`config.mk`:
```
export PLATFORM = sky130hd
export DESIGN_NAME = shift_sequencer
export DESIGN_NICKNAME = d
export VERILOG_FILES = /design/src/rtl/shift_sequencer.sv
export SDC_FILE = /design/constraint.sdc
export NUM_CORES = 1
export LEC_CHECK = 0
export CORE_MARGIN = 2
export CORE_UTILIZATION = 58
export CTS_CLUSTER_SIZE = 16
export DETAILED_ROUTE_END_ITERATION = 7
export GPL_ROUTABILITY_DRIVEN = 1
export PLACE_DENSITY = 0.86
export SETUP_SLACK_MARGIN = 0.05
export SYNTH_ARGS = -nofsm -noshare
export SYNTH_HDL_FRONTEND = slang
export SYNTH_SLANG_ARGS = --single-unit
```
`constraint.sdc`:
```
create_clock -name clk -period 6.15 [get_ports clk]
set_input_delay 0.615 -clock clk [delete_from_list [all_inputs] [get_ports clk]]
set_output_delay 0.615 -clock clk [all_outputs]
set_load 0.02 [all_outputs]
```
`src/rtl/shift_sequencer.sv`:
```
`default_nettype none
// ============================================================================
// Module   : shift_sequencer
// Purpose  : Multi-cycle shift execution unit. Accepts one shift request
//            (sll, srl, sra, rotl) through a start/done handshake and
//            computes it iteratively, STEP bit positions per clock. The
//            result is registered and held until the next completion.
// Ports    : clk    - rising-edge clock
//            reset  - asynchronous, active-high reset
//            start  - request strobe, sampled only while idle
//            op     - 00 sll, 01 srl, 10 sra, 11 rotl
//            rt     - 32-bit operand, sampled with start
//            shamt  - shift amount 0..31, sampled with start
//            rd     - registered result
//            busy   - high while a request is in flight (SHIFT and DONE)
//            done   - one-cycle completion pulse
// Params   : STEP   - bit positions shifted per cycle (1, 2, 4 or 8)
// Revision : 1.0 - initial release
// ============================================================================
module shift_sequencer #(
  parameter int STEP = 1
) (
  input  logic        clk,
  input  logic        reset,
  input  logic        start,
  input  logic [1:0]  op,
  input  logic [31:0] rt,
  input  logic [4:0]  shamt,
  output logic [31:0] rd,
  output logic        busy,
  output logic        done
);

  localparam logic [1:0] c_OP_SLL  = 2'b00;
  localparam logic [1:0] c_OP_SRL  = 2'b01;
  localparam logic [1:0] c_OP_SRA  = 2'b10;
  localparam logic [1:0] c_OP_ROTL = 2'b11;
  localparam logic [4:0] c_STEP    = 5'(STEP);

  typedef enum logic [1:0] {
    ST_IDLE  = 2'd0,
    ST_SHIFT = 2'd1,
    ST_DONE  = 2'd2
  } state_t;

  state_t      r_state;
  state_t      w_state_nxt;
  logic [31:0] r_work;
  logic [1:0]  r_op;
  logic [4:0]  r_cnt;

  logic [4:0]  w_n;
  logic [4:0]  w_cnt_dec;
  logic [31:0] w_shifted;

  // Never shift past the remaining count, so the counter cannot underflow
  // and the final partial step lands exactly on the requested amount.
  assign w_n       = (r_cnt < c_STEP) ? r_cnt : c_STEP;
  assign w_cnt_dec = r_cnt - w_n;

  // One iteration of the selected shift by w_n positions. In SHIFT, w_n is
  // always non-zero, so the rotate's right-hand term shifts by at most 31.
  always_comb begin
    w_shifted = r_work;
    case (r_op)
      c_OP_SLL:  w_shifted = r_work << w_n;
      c_OP_SRL:  w_shifted = r_work >> w_n;
      // Bit 31 is never altered by sra, so it stays equal to the latched
      // operand's sign bit across all iterations.
      c_OP_SRA:  w_shifted = $unsigned($signed(r_work) >>> w_n);
      c_OP_ROTL: w_shifted = (r_work << w_n) | (r_work >> (6'd32 - {1'b0, w_n}));
      default:   w_shifted = r_work;
    endcase
  end

  // Next-state logic
  always_comb begin
    w_state_nxt = r_state;
    case (r_state)
      ST_IDLE: begin
        if (start) begin
          w_state_nxt = (shamt == 5'd0) ? ST_DONE : ST_SHIFT;
        end
      end
      ST_SHIFT: begin
        if (w_cnt_dec == 5'd0) begin
          w_state_nxt = ST_DONE;
        end
      end
      ST_DONE: begin
        w_state_nxt = ST_IDLE;
      end
      default: begin
        w_state_nxt = ST_IDLE;
      end
    endcase
  end

  // State register
  always_ff @(posedge clk or posedge reset) begin
    if (reset) begin
      r_state <= ST_IDLE;
    end else begin
      r_state <= w_state_nxt;
    end
  end

  // Datapath and registered outputs. busy/done are derived from the next
  // state so they are true registers aligned with the state they describe.
  always_ff @(posedge clk or posedge reset) begin
    if (reset) begin
      r_work <= 32'h0;
      r_op   <= 2'b00;
      r_cnt  <= 5'd0;
      rd     <= 32'h0;
      busy   <= 1'b0;
      done   <= 1'b0;
    end else begin
      busy <= (w_state_nxt != ST_IDLE);
      done <= (w_state_nxt == ST_DONE);
      case (r_state)
        ST_IDLE: begin
          if (start) begin
            r_work <= rt;
            r_op   <= op;
            r_cnt  <= shamt;
            // Zero shift: result is the operand itself for every op.
            if (shamt == 5'd0) begin
              rd <= rt;
            end
          end
        end
        ST_SHIFT: begin
          r_work <= w_shifted;
          r_cnt  <= w_cnt_dec;
          if (w_cnt_dec == 5'd0) begin
            rd <= w_shifted;
          end
        end
        default: begin
        end
      endcase
    end
  end

endmodule
`default_nettype wire

```
* After elaboration in Yosys (flattened, before gate mapping)
Cells that the tools add are included.
Widths: inputs -> output; s select.
** Cells by class
- Multiplexer cells :: 14
- Order comparisons :: 1
- Reductions and logical operators :: 9
- Bitwise logic cells :: 1
- Divide/modulo/power cells :: 0
- Equal/unequal tests :: 8
- Shifts and indexed selects :: 4
- Multiply operators :: 0
- Add/subtract/negate cells :: 2
** Operator list (number)
- $mux 32 :: 4
- $pmux 32 s2 :: 2
- $pmux 32 s4 :: 1
- $or 32x32->32 :: 1
- $shl 32x5->32 :: 1
- $shr 32x5->32 :: 1
- $shr 32x6->32 :: 1
- $sshr 32x5->32 :: 1
- $logic_not 5->1 :: 2
- $mux 5 :: 2
- $pmux 5 s2 :: 1
- $eq 2x2->1 const B :: 3
- $mux 2 :: 3
- $ne 2x2->1 const B :: 3
- $sub 6x5->6 const A :: 1
- $lt 5x1->1 const B :: 1
- $sub 5x5->5 :: 1
- $eq 2x1->1 const B :: 2
- $logic_not 2->1 :: 2
- $pmux 2 s2 :: 1
- $reduce_and 2->1 :: 2
- $reduce_and 4->1 :: 1
- $reduce_bool 2->1 :: 2
** Storage, ports and cells
- Latch bits :: 0
- Bits of input ports :: 42
- Output and inout bits :: 34
- Logic and storage cells :: 46
- Memory bits (writable) :: 0
- Memories :: 0
- Bits in read-only memories :: 0
- Flip-flop bits (word level) :: 75

* Logic depth before layout (Yosys ltp)
- Word-level depth :: 8
- Depth in mapped cells :: 13

* Least setup slack after synthesis
No wires, ideal clock.
- Path kind :: register -> register
- From :: register r_cnt[2]
- To :: register rd[9]
- Arrival time :: 2870 ps
- Stages on the path, launching flop included :: 12
- Setup time :: 126 ps
- Setup slack :: 3154 ps
- Required time :: 6024 ps
- Clock period less this slack :: 2996 ps
- Buffers on the path :: 2
- Cells stage by stage :: dfrtp_1 -> nor3_2 -> nand2_1 -> inv_2 -> clkbuf_1 -> ha_1 -> buf_2 -> mux2_2 -> a211o_1 -> a31oi_1 -> a211oi_1 -> a221o_1
** Between the ends
- Word-level cells in the longest chain between the ends :: 8
- Elaborated cells between the ends (all ways) :: 15
** Ends and longest elaborated chain
- start: declaration :: RTL line 50 : logic [4:0] r_cnt;
- start signal: assignment :: RTL line 126 : r_cnt <= shamt;
- start signal: assignment :: RTL line 135 : r_cnt <= w_cnt_dec;
- $lt 5x1->1 :: RTL line 58 : assign w_n = (r_cnt < c_STEP) ? r_cnt : c_STEP;
- $mux 5 :: RTL line 58
- $sub 6x5->6 :: RTL line 71 : c_OP_ROTL: w_shifted = (r_work << w_n) | (r_work >> (6'd32 - {1'b0, w_n}));
- $shr 32x6->32 :: RTL line 71
- $or 32x32->32 :: RTL line 71
- $pmux 32 s4 :: RTL line 65 : case (r_op)
- $mux 32 :: RTL line 136 : if (w_cnt_dec == 5'd0) begin
- $pmux 32 s2 :: RTL line 121 : case (r_state)
- end signal: assignment :: RTL line 129 : rd <= rt;
- end signal: assignment :: RTL line 137 : rd <= w_shifted;
- end: declaration :: RTL line 29 : output logic [31:0] rd,
Parallel ways exist; a longest one is shown, timed or not. The select of a mux whose other input is x is not followed.
A chain may end at the register's enable or synchronous reset.

* Final worst setup path
- From :: register r_cnt[1]
- To :: register rd[22]
The elaborated chain is that of the path after synthesis.

==> summary.md <==
| Metric | Value |
|---|---|
| Die Height | 93.04 µm |
| Setup Slack @ Placement | 2403 ps |
| Worst-Margin Slew | 1163 ps |
| Outcome | finished, final reports clean |
| Clock sinks | 75 |
| Area occupied by multi-input gates | 0.002495 mm² |
| Crit path kind | register to register |
| Yosys cell types | 59 |
| I/O Buffers | 75 |
| P_int | 1.779 mW |
| Arrival time at the worst endpoint | 4180 ps |
| Post-route minimum period | 3905 ps |
| Inserted Diodes | 0 |
| Post-synth top area cell | dfrtp_1 |
| Vias | 4,515 |
| Post-CTS setup repair buffer count | 0 |
| CTS tree | yes |
| Hold buffers post-CTS | 0 |
| CP Capture Type | register |
| Synth warnings | 0 |
| Non-filler instance count after layout | 688 |
| CORE AREA | 0.007687 mm² |
| Largest net degree at the start of global routing | 76 |
| DRT Wirelength | 14,040 µm |
| Clock power share | 0.124 |
| Clock Tree Buf Depth | 2 |
| Die area | 0.008656 mm² |
| CTS H-tree lvls | 3 |
| CP cell instances | nor2_1 -> nand2_1 -> inv_2 -> ha_1 -> nor2b_1 -> nand4_1 -> a311oi_1 -> a21oi_1 -> a21oi_1 |
| Lkg Pwr | 2.194 nW |
| Crit-path max FO | 26 |
| Area contributors post-synth | dfrtp_1, nand2_1, o21ai_0, a21oi_1, mux2i_1 |
| GP Congestion | 0.9263 |
| Die width | 93.04 µm |
| Filler instances | 619 |
| Share of layout cells above drive strength 1 | 0.09044 |
| Fmax | 0.2561 GHz |
| WL/cell | 20.41 µm |
| Commonest non-fill, non-tap cells in the layout | dfrtp_1, clkdlybuf4s50_1, nand2_1 |
| Antenna violations before repair | 0 |
| Endpoints failing hold | 0 |
| Switching Fraction | 0.4808 |
| Hold WC Path Type | register to register |
| Root Driver | clkbuf_8 |
| P_sw | 1.647 mW |
| RSZ-0062 raised after global routing | no |
| Flop pwr share | 0.328 |
| Ys async rst share | 1.000 |
| Seq cells post-synth | 75 |
| Post-route DRC violation count | 0 |
| Reg area | 0.001877 mm² |
| Cell Pwr Density | 615.9 mW/mm² |
| Top cell type's share of synthesized area | 0.4082 |
| Hold_ws | 479.4 ps |
| Routed Antenna Nets | 0 |
| Max IR drop VDD | 0.0003540 V |
| HPWL after detailed placement | 9234 µm |
| Crit path launch type | register |
| TNS Setup | 0 ps |
| 1st-iter DRT viols | 483 |
| Final Cycle Share | 0.6350 |
| Relative slew slack | 0.2225 |
| Synthesized area per cell | 8.611 µm² |
| Post-CTS sizing | 0 |
| Critical path's most frequent cell | a21oi_1 |
| Synth Instances | 534 |
| Synth Flop Type | dfrtp_1 |
| Final clock skew | 5.887 ps |
| Syn Nets | 578 |
| Initial Utilization | 0.5981 |
| Final nets | 625 |
| Final setup fails | 0 |
| Vias in the first global route | 4,466 |
| Final WS setup | 2245 ps |
| GR Overflow Total | 0 |
| Post-Syn Area | 0.004598 mm² |
| First-pass GRT wire length | 22,800 µm |
| Max-cap violations | 0 |
| Logic pwr share | 0.548 |
| Vias per inst | 6.563 |
| GRT Resource Usage Total | 0.3362 |
| Inserted Clock Buffers | 9 |
| CTS clock-pin slew for the worst setup and hold paths | 80 ps |
| Fin. max-slew vios | 0 |
| DRT Pass-1 Iters | 6 |
| CP max stage delay | 710 ps |
| Inst Count DP | 672 |
| Post-synth EDFFs | 0 |
| Skew-Pair Late Insertion Delay | 350 ps |
| Cell with the largest stage delay on the worst path | ha_1 |
| Std cell rows | 32 |
| Req. time, crit path | 6430 ps |
| Area growth, synth to finish | 20.98% |
| Seq/Total Area, Yosys | 0.4082 |
| Io pins | 76 |
-- through the flow --
stage	total power [mW]	util	area [µm²]
CTS	3.393	0.7236	5563
finish	3.426	0.7236	5563
global route	3.658	0.7236	5563
global placement	2.896	0.6952	5344
floorplan	2.308	-	4598
detailed placement	2.955	0.6952	5344
-- cell families after synthesis --
group,synth area share
flops,0.4082
other cells,0.0008155
buf+inv,0.05225
xor+xnor,0.005443
fa+ha+maj,0.005441
compound gates,0.2762
simple gates,0.1739
mux,0.07782
-- synthesized netlist by cell type (all sizes together) (4+ instances only) --
cell,number
nor2,34
o21ai,48
nand4,5
dfrtp,75
nand3,13
o211ai,12
buf,15
nor4,5
nor3,20
or2,4
a211oi,5
nor2b,8
nand2,74
mux2,14
a221o,5
a22oi,17
a21o,4
a31oi,8
o31ai,6
clkbuf,32
inv,9
mux2i,20
a311oi,13
o22ai,9
a21oi,40
-- cell type report --
cell class                 instances  area share
timing repair buffer              83      0.1457
sequential                        75      0.3374
clock inverter                     4     0.01327
clock buffer                      12     0.02609
tap                              102     0.02294
inverter                           9    0.006073
multi-input combinational        403      0.4485
-- worst max-delay path, delay by kind of cell (launching register included) --
| family | cells | cell delay, ps |
|---|---|---|
| DFF | 1 | 430 |
| and+or+nand+nor | 4 | 1620 |
| buffers and inverters | 1 | 400 |
| adders and majority gates | 1 | 710 |
| AOI/OAI and AO/OA | 3 | 670 |
-- state kept, by name, indices dropped and copies added (netlist names) --
register,count
r_work,32
done,1
r_op,2
rd,32
r_cnt,5
r_state,2
busy,1
-- power groups by stage --
| stage | clock, mW | combinational [mW] | sequential, mW |
|---|---|---|---|
| final | 0.424 | 1.88 | 1.12 |
| after global routing | 0.455 | 2.05 | 1.15 |
| after global placement | 0 | 1.80 | 1.10 |
| after CTS | 0.429 | 1.86 | 1.10 |
| after detailed placement | 0 | 1.85 | 1.11 |
| after floorplan | 0 | 1.25 | 1.06 |
-- worst paths after layout --
path	cells past startpoint	start	end	slack, ps
worst min register to register	1	rd[4]$_DFFE_PP0P_	rd[4]$_DFFE_PP0P_	480
worst max-delay path	9	r_cnt[1]$_DFFE_PP0P_	rd[22]$_DFFE_PP0P_	2240
max in group asynchronous	3	reset	r_work[1]$_DFFE_PP0P_	4640
worst min-delay path	1	rd[4]$_DFFE_PP0P_	rd[4]$_DFFE_PP0P_	480
min in group asynchronous	3	reset	rd[19]$_DFFE_PP0P_	850
worst max register to register	9	r_cnt[1]$_DFFE_PP0P_	rd[22]$_DFFE_PP0P_	2240
-- routing by layer --
layer  part of all wire  track usage  vias to the layer above
met5                  0            0                        -
met4              0.031       0.1495                        0
met1               0.42       0.4698                     2129
met2               0.47       0.5223                      266
li1                   -            -                     2074
met3              0.079      0.04996                       46
(Power assumes the default switching activity.)
